===== config.mk =====
export PLATFORM = sky130hd
export DESIGN_NAME = sha256_msg_schedule
export DESIGN_NICKNAME = d
export VERILOG_FILES = /design/src/rtl/sha256_msg_schedule.sv
export SDC_FILE = /design/constraint.sdc
export NUM_CORES = 1
export LEC_CHECK = 0
export ABC_AREA = 0
export CAP_MARGIN = 5
export CORE_MARGIN = 2
export CORE_UTILIZATION = 42
export DETAILED_ROUTE_END_ITERATION = 8
export PLACE_DENSITY = 0.67
export SLEW_MARGIN = 20
export SYNTH_ARGS = -nofsm -noshare
export SYNTH_HDL_FRONTEND = slang
export SYNTH_SLANG_ARGS = --single-unit

===== constraint.sdc =====
create_clock -name clk -period 6.9 [get_ports clk]
set_clock_uncertainty 0.1 [all_clocks]
set_input_delay 1.38 -clock clk [delete_from_list [all_inputs] [get_ports clk]]
set_output_delay 1.38 -clock clk [all_outputs]
set_load 0.02 [all_outputs]

===== src/rtl/sha256_msg_schedule.sv =====
// SHA-256 message schedule: accepts one 512-bit block and streams W0..W63 over a valid/ready port.
// Optional abort input is compiled in when SHA256_SCHED_ABORT_EN is defined.
module sha256_msg_schedule #(
    parameter int WIDTH  = 32,
    parameter int ROUNDS = 64
) (
    input  logic             clk,
    input  logic             rst_n,
    input  logic             blk_valid,
    output logic             blk_ready,
    input  logic [511:0]     blk_data,
    output logic             w_valid,
    input  logic             w_ready,
    output logic [WIDTH-1:0] w_data,
    output logic [5:0]       w_idx,
    output logic             w_last,
    output logic             busy
`ifdef SHA256_SCHED_ABORT_EN
    ,
    input  logic             abort
`endif
);

    // state | meaning
    // IDLE  | window loaded or empty; waiting for a block (blk_ready=1)
    // RUN   | presenting win[0] as W_idx; each handshake slides the window

    generate
        if (WIDTH != 32) begin : g_bad_width
            $error("sha256_msg_schedule: WIDTH must be 32");
        end
        if (ROUNDS != 64) begin : g_bad_rounds
            $error("sha256_msg_schedule: ROUNDS must be 64");
        end
    endgenerate

    localparam logic [5:0] LAST_IDX = 6'(ROUNDS - 1);

    typedef enum logic [0:0] {
        IDLE = 1'b0,
        RUN  = 1'b1
    } state_t;

    state_t      state_q;
    state_t      state_d;
    logic [31:0] win_q [16];
    logic [5:0]  idx_q;
    logic        load;
    logic        shift;
    logic        abort_hit;
    logic [31:0] w_next;

    function automatic logic [31:0] sigma0(input logic [31:0] x);
        return {x[6:0], x[31:7]} ^ {x[17:0], x[31:18]} ^ {3'b000, x[31:3]};
    endfunction

    function automatic logic [31:0] sigma1(input logic [31:0] x);
        return {x[16:0], x[31:17]} ^ {x[18:0], x[31:19]} ^ {10'b0, x[31:10]};
    endfunction

`ifdef SHA256_SCHED_ABORT_EN
    assign abort_hit = abort;
`else
    assign abort_hit = 1'b0;
`endif

    // W_{t+16} from the current window; overflow wraps mod 2^32
    assign w_next = sigma1(win_q[14]) + win_q[9] + sigma0(win_q[1]) + win_q[0];

    always_ff @(posedge clk or negedge rst_n) begin
        if (!rst_n) begin
            state_q <= IDLE;
        end else begin
            state_q <= state_d;
        end
    end

    always_comb begin
        state_d = state_q;
        load    = 1'b0;
        shift   = 1'b0;
        case (state_q)
            IDLE: begin
                if (blk_valid) begin
                    load    = 1'b1;
                    state_d = RUN;
                end
            end
            RUN: begin
                if (abort_hit) begin
                    state_d = IDLE;
                end else if (w_ready) begin
                    shift = 1'b1;
                    if (idx_q == LAST_IDX) begin
                        state_d = IDLE;
                    end
                end
            end
            default: state_d = IDLE;
        endcase
    end

    always_ff @(posedge clk or negedge rst_n) begin
        if (!rst_n) begin
            idx_q <= '0;
            for (int i = 0; i < 16; i++) begin
                win_q[i] <= '0;
            end
        end else if (load) begin
            idx_q <= '0;
            for (int i = 0; i < 16; i++) begin
                win_q[i] <= blk_data[511 - 32*i -: 32];
            end
        end else if (shift) begin
            idx_q <= (idx_q == LAST_IDX) ? 6'd0 : idx_q + 6'd1;
            for (int i = 0; i < 15; i++) begin
                win_q[i] <= win_q[i+1];
            end
            win_q[15] <= w_next;
        end else if (abort_hit && state_q == RUN) begin
            idx_q <= '0;
        end
    end

    // All outputs derive from registers only, so w_valid never sees w_ready combinationally
    assign blk_ready = (state_q == IDLE);
    assign w_valid   = (state_q == RUN);
    assign busy      = (state_q == RUN);
    assign w_data    = win_q[0];
    assign w_idx     = idx_q;
    assign w_last    = (state_q == RUN) && (idx_q == LAST_IDX);

endmodule


==> results of run 1 <==
==> worst register-to-register path, stage by stage, from the launching register on <==
cell and delay [ns]:
dfrtp_1 0.48, xor2_1 0.33, xnor2_1 0.18, fa_1 0.43, inv_1 0.07, fa_1 0.41, ha_1 0.23, fa_1 0.48
a211o_1 0.31, o211ai_1 0.22, o21ai_0 0.20, nand4_1 0.13, nand3b_1 0.17, o31a_1 0.38, mux2i_1 0.16, o22ai_1 0.09
==> power breakdown <==
part	internal [W]	switching, W	leakage, nW
Clock	0.00187	0.00134	0.967
Sequential	0.00384	0.000782	5.28
Combinational	0.00448	0.00692	9.36
Total	0.0102	0.00905	15.6
==> synthesized netlist by cell type (2+ instances only) <==
| cell | number | share of area (%) |
|---|---|---|
| nand2_1 | 1054 | 14 |
| dfrtp_1 | 519 | 47 |
| nor2_1 | 517 | 7.0 |
| a31oi_1 | 500 | 11 |
| clkbuf_1 | 261 | 3.5 |
| inv_1 | 125 | 1.7 |
| xnor2_1 | 92 | 2.9 |
| fa_1 | 62 | 4.5 |
| xor2_1 | 52 | 1.6 |
| a21oi_1 | 40 | 0.72 |
| buf_4 | 33 | 0.89 |
| ha_1 | 32 | 1.4 |
| o21ai_0 | 23 | 0.41 |
| buf_1 | 19 | 0.26 |
| and3_1 | 12 | 0.27 |
| nand3_1 | 9 | 0.16 |
| a21o_1 | 6 | 0.16 |
| mux2i_1 | 6 | 0.22 |
| o21bai_1 | 6 | 0.16 |
| or3_1 | 6 | 0.14 |
| nor2b_1 | 5 | 0.11 |
| o21a_1 | 5 | 0.14 |
| o21ai_1 | 5 | 0.090 |
| a211o_1 | 4 | 0.13 |
| nand4_1 | 3 | 0.068 |
| nor3_1 | 3 | 0.054 |
| o211ai_1 | 3 | 0.081 |
| o31a_1 | 3 | 0.095 |
| o31ai_1 | 3 | 0.081 |
| and2_1 | 2 | 0.045 |
| nor4_1 | 2 | 0.045 |
==> cells by family (layout without fill, tap and decap cells) <==
kind of cell	after synthesis	after routing	synth area share, %
fa+ha+maj	94	94	5.905
xor+xnor	144	144	4.537
compound gates	615	615	13.98
flops	519	519	46.72
mux	6	6	0.2160
simple gates	1619	1619	22.27
buf+inv	439	816	6.377
other cells	0	22	0
==> worst paths after layout <==
check | slack [ns] | depth (start not counted) | start | to
max in group asynchronous | 4.46 | 2 | rst_n | win_q[22]$_DFFE_PN0P_
min in group asynchronous | 0.66 | 1 | rst_n | win_q[297]$_DFFE_PN0P_
hold / removal | 0.42 | 1 | w_idx[5]$_DFFE_PN0P_ | w_idx[5]$_DFFE_PN0P_
hold reg to reg | 0.42 | 1 | w_idx[5]$_DFFE_PN0P_ | w_idx[5]$_DFFE_PN0P_
setup reg to reg | 2.38 | 15 | win_q[50]$_DFFE_PN0P_ | win_q[29]$_DFFE_PN0P_
setup / recovery | 2.38 | 15 | win_q[50]$_DFFE_PN0P_ | win_q[29]$_DFFE_PN0P_
==> layout make-up <==
class / count / share of cell area [%]
tap: 864 / 3.037
multi-input combinational: 2478 / 36.70
timing repair buffer: 587 / 16.77
inverter: 125 / 1.318
clock buffer: 86 / 4.910
sequential: 519 / 36.49
antenna: 22 / 0.1547
clock inverter: 18 / 0.6327
==> sequential cells by signal, summed over array words and instances, names as in the netlist <==
register and cells:
w_idx 6, w_data 32, win_q 480, busy 1
==> metal layers <==
metal  part of all wire [%]  routed length, um  track usage (%)  vias to the layer above
met5                  0.089                 96                0                        -
met4                    3.5               3780            11.55                       14
met3                    7.8               8434            6.843                      173
met2                     46              49670            47.99                      982
met1                     42              45550            42.04                    12310
li1                       -                  -                -                    11930
==> through the flow <==
stage | setup WS, ns | power, W | utilization [%]
finish | 2.378 | 0.01924 | 54.24
global route | 2.069 | 0.02063 | 54.22
CTS | 2.389 | 0.01919 | 54.16
detailed placement | 2.414 | 0.01591 | 51.15
global placement | 2.383 | 0.01591 | 51.15
floorplan | 2.812 | 0.01211 | -
==> run summary, run 1 <==
Max-slew headroom: 29.03%
WP data arrival: 4.87 ns
GRT Total Usage: 30.78%
Multi-input gate area: 13060 um2
Crit. End Element: flip-flop
syn_nets: 4046
CTS tree: done
Cells after Synth: 3436
critical path class: flip-flop to flip-flop
Final Cell Area: 35600 um2
RSZ-0062 raised after global routing: no
Initial DRC Count: 2549
post_cts resized: 0
drt pass-1 iters: 6
# hold bufs at CTS: 0
max-cap violations: 0
Post-DRT Antenna Nets: 0
most common cell after layout, fill and taps aside: nand2_1
WL/cell: 22.88 um
Chip Height: 261.3 um
DP Wirelength: 80480 um
most used cell, CP: fa_1
Setup TNS Final: 0 ns
syn_area_per_cell: 8.091 um2
Final Hold Fails: 0
Lkg Pwr: 15.61 nW
final setup fails: 0
Synth Flop Type: dfrtp_1
routed vias: 25420
Yosys Warn Count: 0
CP max stage delay: 0.48 ns
Worst Hold Class: flip-flop to flip-flop
max-slew violations: 0
fraction of registers with async set/reset: 100.0%
fill cell count: 6215
Initial Util: 42.36%
H-tree levels: 2
vias per std cell: 5.409
critical path fanouts, max: 5
number of global-route vias before repair: 24690
status: complete, no violations
final net count: 4379
Rows: 94
Syn-to-layout area delta: 28.04%
port buffer count: 557
IR drop worst, VDD: 0.4444 mV
initial antenna violation count: 28
CP max stage cell: dfrtp_1
Post-route DRC: 0
post-synth cell types: 55
Tcrit/Tclk final: 65.53%
Min Hold Slack: 0.4212 ns
largest net degree at the start of global routing: 180
Ports: 558
Max Root-Sink Buffers: 3
Core Region: 65630 um2
CP bufs+invs: 1
fin cells: 4699
GRT overflow: 0
setup repair bufs after CTS: 0
worst path cell trace: xor2_1, xnor2_1, fa_1, inv_1, fa_1, ha_1, fa_1, a211o_1, o211ai_1, o21ai_0, nand4_1, nand3b_1, o31a_1, mux2i_1, o22ai_1
clock sinks: 519
Clock transition at path regs: 0.06 ns
Seq cells post-synth: 519
Worst Setup Start Kind: flip-flop
first-pass GRT wire length: 155500 um
layout cells sized above 1: 3.567%
Critical Path RT: 7.25 ns
sequential area share after synthesis: 46.72%
register cell area after layout: 12990 um2
Routed WL: 107500 um
Die W: 261.3 um
RePlAce Congestion: 0.9223
Post-synth EDFFs: 0
Cell Area, Synth: 27800 um2
Die ar.: 68260 um2
PD cells: 540.4 nW/um2
Fmax: 221.2 MHz
Period minus WS final: 4.522 ns
placed cells: 4573
clock buffer count from CTS: 58
family with the most delay on the worst path: adder cells
CTS Root Cell: clkbuf_16
Placed Area: 33570 um2
most frequent cells in the layout: nand2_1 (1052), clkdlybuf4s50_1 (556), dfrtp_1 (519)
slew at the pin closest to its max-slew limit: 1.064 ns
Worst-Skew Late Latency: 0.64 ns
Power figures use the tool's default switching activity.
==> run 2, diff against run 1 <==
Settings changed: PLACE_DENSITY 0.67 to 0.7.
Clock period 6.9 ns to 4.15 ns, I/O delays scaled along.
==> run 2 against run 1 <==
Compared with the run above: the run now ends with negative setup slack left; clock power rose by 71%; largest power group unchanged; critical path type unchanged; die area did not move; maximum frequency rose by 7.6%; global-route usage rose by 0.96 points; non-clock buffer count rose by 154; critical endpoint unchanged; critical path depth rose by 1; worst setup slack got worse by 2.4 ns; via count rose by 4.2%; count of clock-buffer cells in the layout did not move; final cell count rose by 3.1%; core utilization rose by 2.4 points; largest cell class unchanged; total power rose by 88%.
==> run summary, run 2 (synthesized netlist as in run 1, its figures left out) <==
status: complete, but fails checks
failing checks: negative setup slack
Post-DRT Antenna Nets: 0
Worst Setup Start Kind: flip-flop
Die W: 261.3 um
critical path fanouts, max: 3
DP Wirelength: 84480 um
Final Hold Fails: 0
WP data arrival: 4.60 ns
final setup fails: 5
Worst Hold Class: input port to asynchronous set/reset pin
Seq pwr share: 20.6%
GRT overflow: 0
placed cells: 4716
Max-slew headroom: 38.41%
worst path cell trace: xor2_2, xnor2_2, fa_1, inv_2, fa_1, ha_4, fa_2, a211o_1, o211ai_1, buf_4, o21ai_1, nand4_1, nand3b_1, o31a_1, mux2i_1, o22ai_1
family with the most delay on the worst path: adder cells
IR drop worst, VDD: 0.9135 mV
CP max stage delay: 0.52 ns
final worst slack: -0.05284 ns
final net count: 4532
vias per std cell: 5.463
max-cap violations: 0
clock share of power: 15.1%
GRT Total Usage: 31.73%
H-tree levels: 2
Syn-to-layout area delta: 33.62%
Final Cell Area: 37150 um2
largest net degree at the start of global routing: 146
utilization after layout: 56.60%
Setup TNS Final: -0.1034 ns
layout cells sized above 1: 8.321%
Largest Register: win_q
Crit. End Element: flip-flop
Fmax: 237.9 MHz
RePlAce Congestion: 0.9516
clock sinks: 519
RSZ-0062 raised after global routing: yes
Ports: 558
Max Root-Sink Buffers: 3
CTS tree: done
CTS Root Cell: clkbuf_16
most frequent cells in the layout: nand2_1 (1049), clkdlybuf4s50_1 (556), nor2_1 (515), dfrtp_1 (515), a31oi_1 (500)
fill cell count: 6045
CP max stage cell: fa_1
switching share of total power: 44.02%
port buffer count: 557
critical path class: flip-flop to flip-flop
Post-route DRC: 0
fin cells: 4847
routed vias: 26480
first-pass GRT wire length: 159500 um
max-slew violations: 0
number of global-route vias before repair: 25160
Worst-Skew Late Latency: 0.64 ns
slew at the pin closest to its max-slew limit: 0.9239 ns
Period minus WS final: 4.203 ns
Gate power share: 64.2%
cell-internal power: 0.02028 W
Final Total Pwr: 0.03623 W
Rows: 94
Clock transition at path regs: 0.06 ns
Initial DRC Count: 3223
drt pass-1 iters: 6
switching pwr: 0.01595 W
Placed Area: 34740 um2
Initial Util: 42.36%
Lkg Pwr: 16.43 nW
PD cells: 975.3 nW/um2
Routed WL: 111100 um
Die ar.: 68260 um2
CP bufs+invs: 2
Chip Height: 261.3 um
most common cell after layout, fill and taps aside: nand2_1
initial antenna violation count: 34
Tcrit/Tclk final: 101.3%
most used cell, CP: fa_1
max FFs per register: 480
clock buffer count from CTS: 57
Core Region: 65630 um2
WL/cell: 22.91 um
Critical Path RT: 4.54 ns
-- run 2: cell count changes in the layout (fill, tap and decap cells not counted), moves of 5 or more --
| cell | previous run | this run |
|---|---|---|
| buf_12 | 13 | 21 |
| ha_1 | 32 | 22 |
| ha_4 | 0 | 10 |
| diode_2 | 22 | 17 |
| buf_4 | 17 | 161 |
| a21oi_1 | 40 | 35 |
-- run 2: what timing repair did --
action / in CTS / in global routing
pin swaps: 13 / 33
setup buffers: 3 / 8
hold buffers: 0 / 0
gates resized for setup: 18 / 37
endpoints found under the setup margin: 9 / 21
-- run 2: area by class of cell --
type                       instances  area, um2  share of cell area [%]
sequential                       519      12990                   34.98
timing repair buffer             741       7232                   19.47
clock buffer                      86       1718                   4.625
multi-input combinational       2478      13320                   35.87
inverter                         125      469.2                   1.263
clock inverter                    17      289.0                  0.7781
antenna                           17      42.54                  0.1145
tap                              864       1081                   2.910
-- run 2: worst paths after layout --
path | start | endpoint | slack (ns) | depth (start not counted)
setup / recovery | win_q[50]$_DFFE_PN0P_ | win_q[29]$_DFFE_PN0P_ | -0.05 | 16
hold / removal | rst_n | win_q[317]$_DFFE_PN0P_ | 0.08 | 1
setup reg to reg | win_q[50]$_DFFE_PN0P_ | win_q[29]$_DFFE_PN0P_ | -0.05 | 16
hold reg to reg | w_idx[5]$_DFFE_PN0P_ | w_idx[5]$_DFFE_PN0P_ | 0.40 | 1
max in group asynchronous | rst_n | win_q[17]$_DFFE_PN0P_ | 2.87 | 2
min in group clk | w_idx[5]$_DFFE_PN0P_ | w_idx[5]$_DFFE_PN0P_ | 0.40 | 1
-- run 2: metrics by stage --
stage | hold WS (ns) | setup WS (ns)
2_1_floorplan | 0.3793 | 0.06179
3_3_place_gp | 0.3957 | -0.01546
3_5_place_dp | 0.3987 | -0.08740
4_1_cts | 0.1390 | -0.02152
5_1_grt | 0.1749 | -0.2242
6_report | 0.08427 | -0.05284
-- run 2: layer usage --
layer | vias to the layer above | wire (um) | global-route usage, %
met5 | - | 181 | 0
met4 | 28 | 4131 | 12.55
met3 | 214 | 10660 | 8.537
met2 | 1156 | 50930 | 48.60
met1 | 12860 | 45170 | 42.93
li1 | 12220 | - | -
-- run 2: power groups by stage --
stage	registers (W)	clock network [W]	logic, W
after floorplan	0.00701	0	0.0131
after global placement	0.00746	0	0.0212
after detailed placement	0.00749	0	0.0212
after CTS	0.00742	0.00553	0.0218
after global routing	0.00758	0.00576	0.0253
final	0.00747	0.00548	0.0233
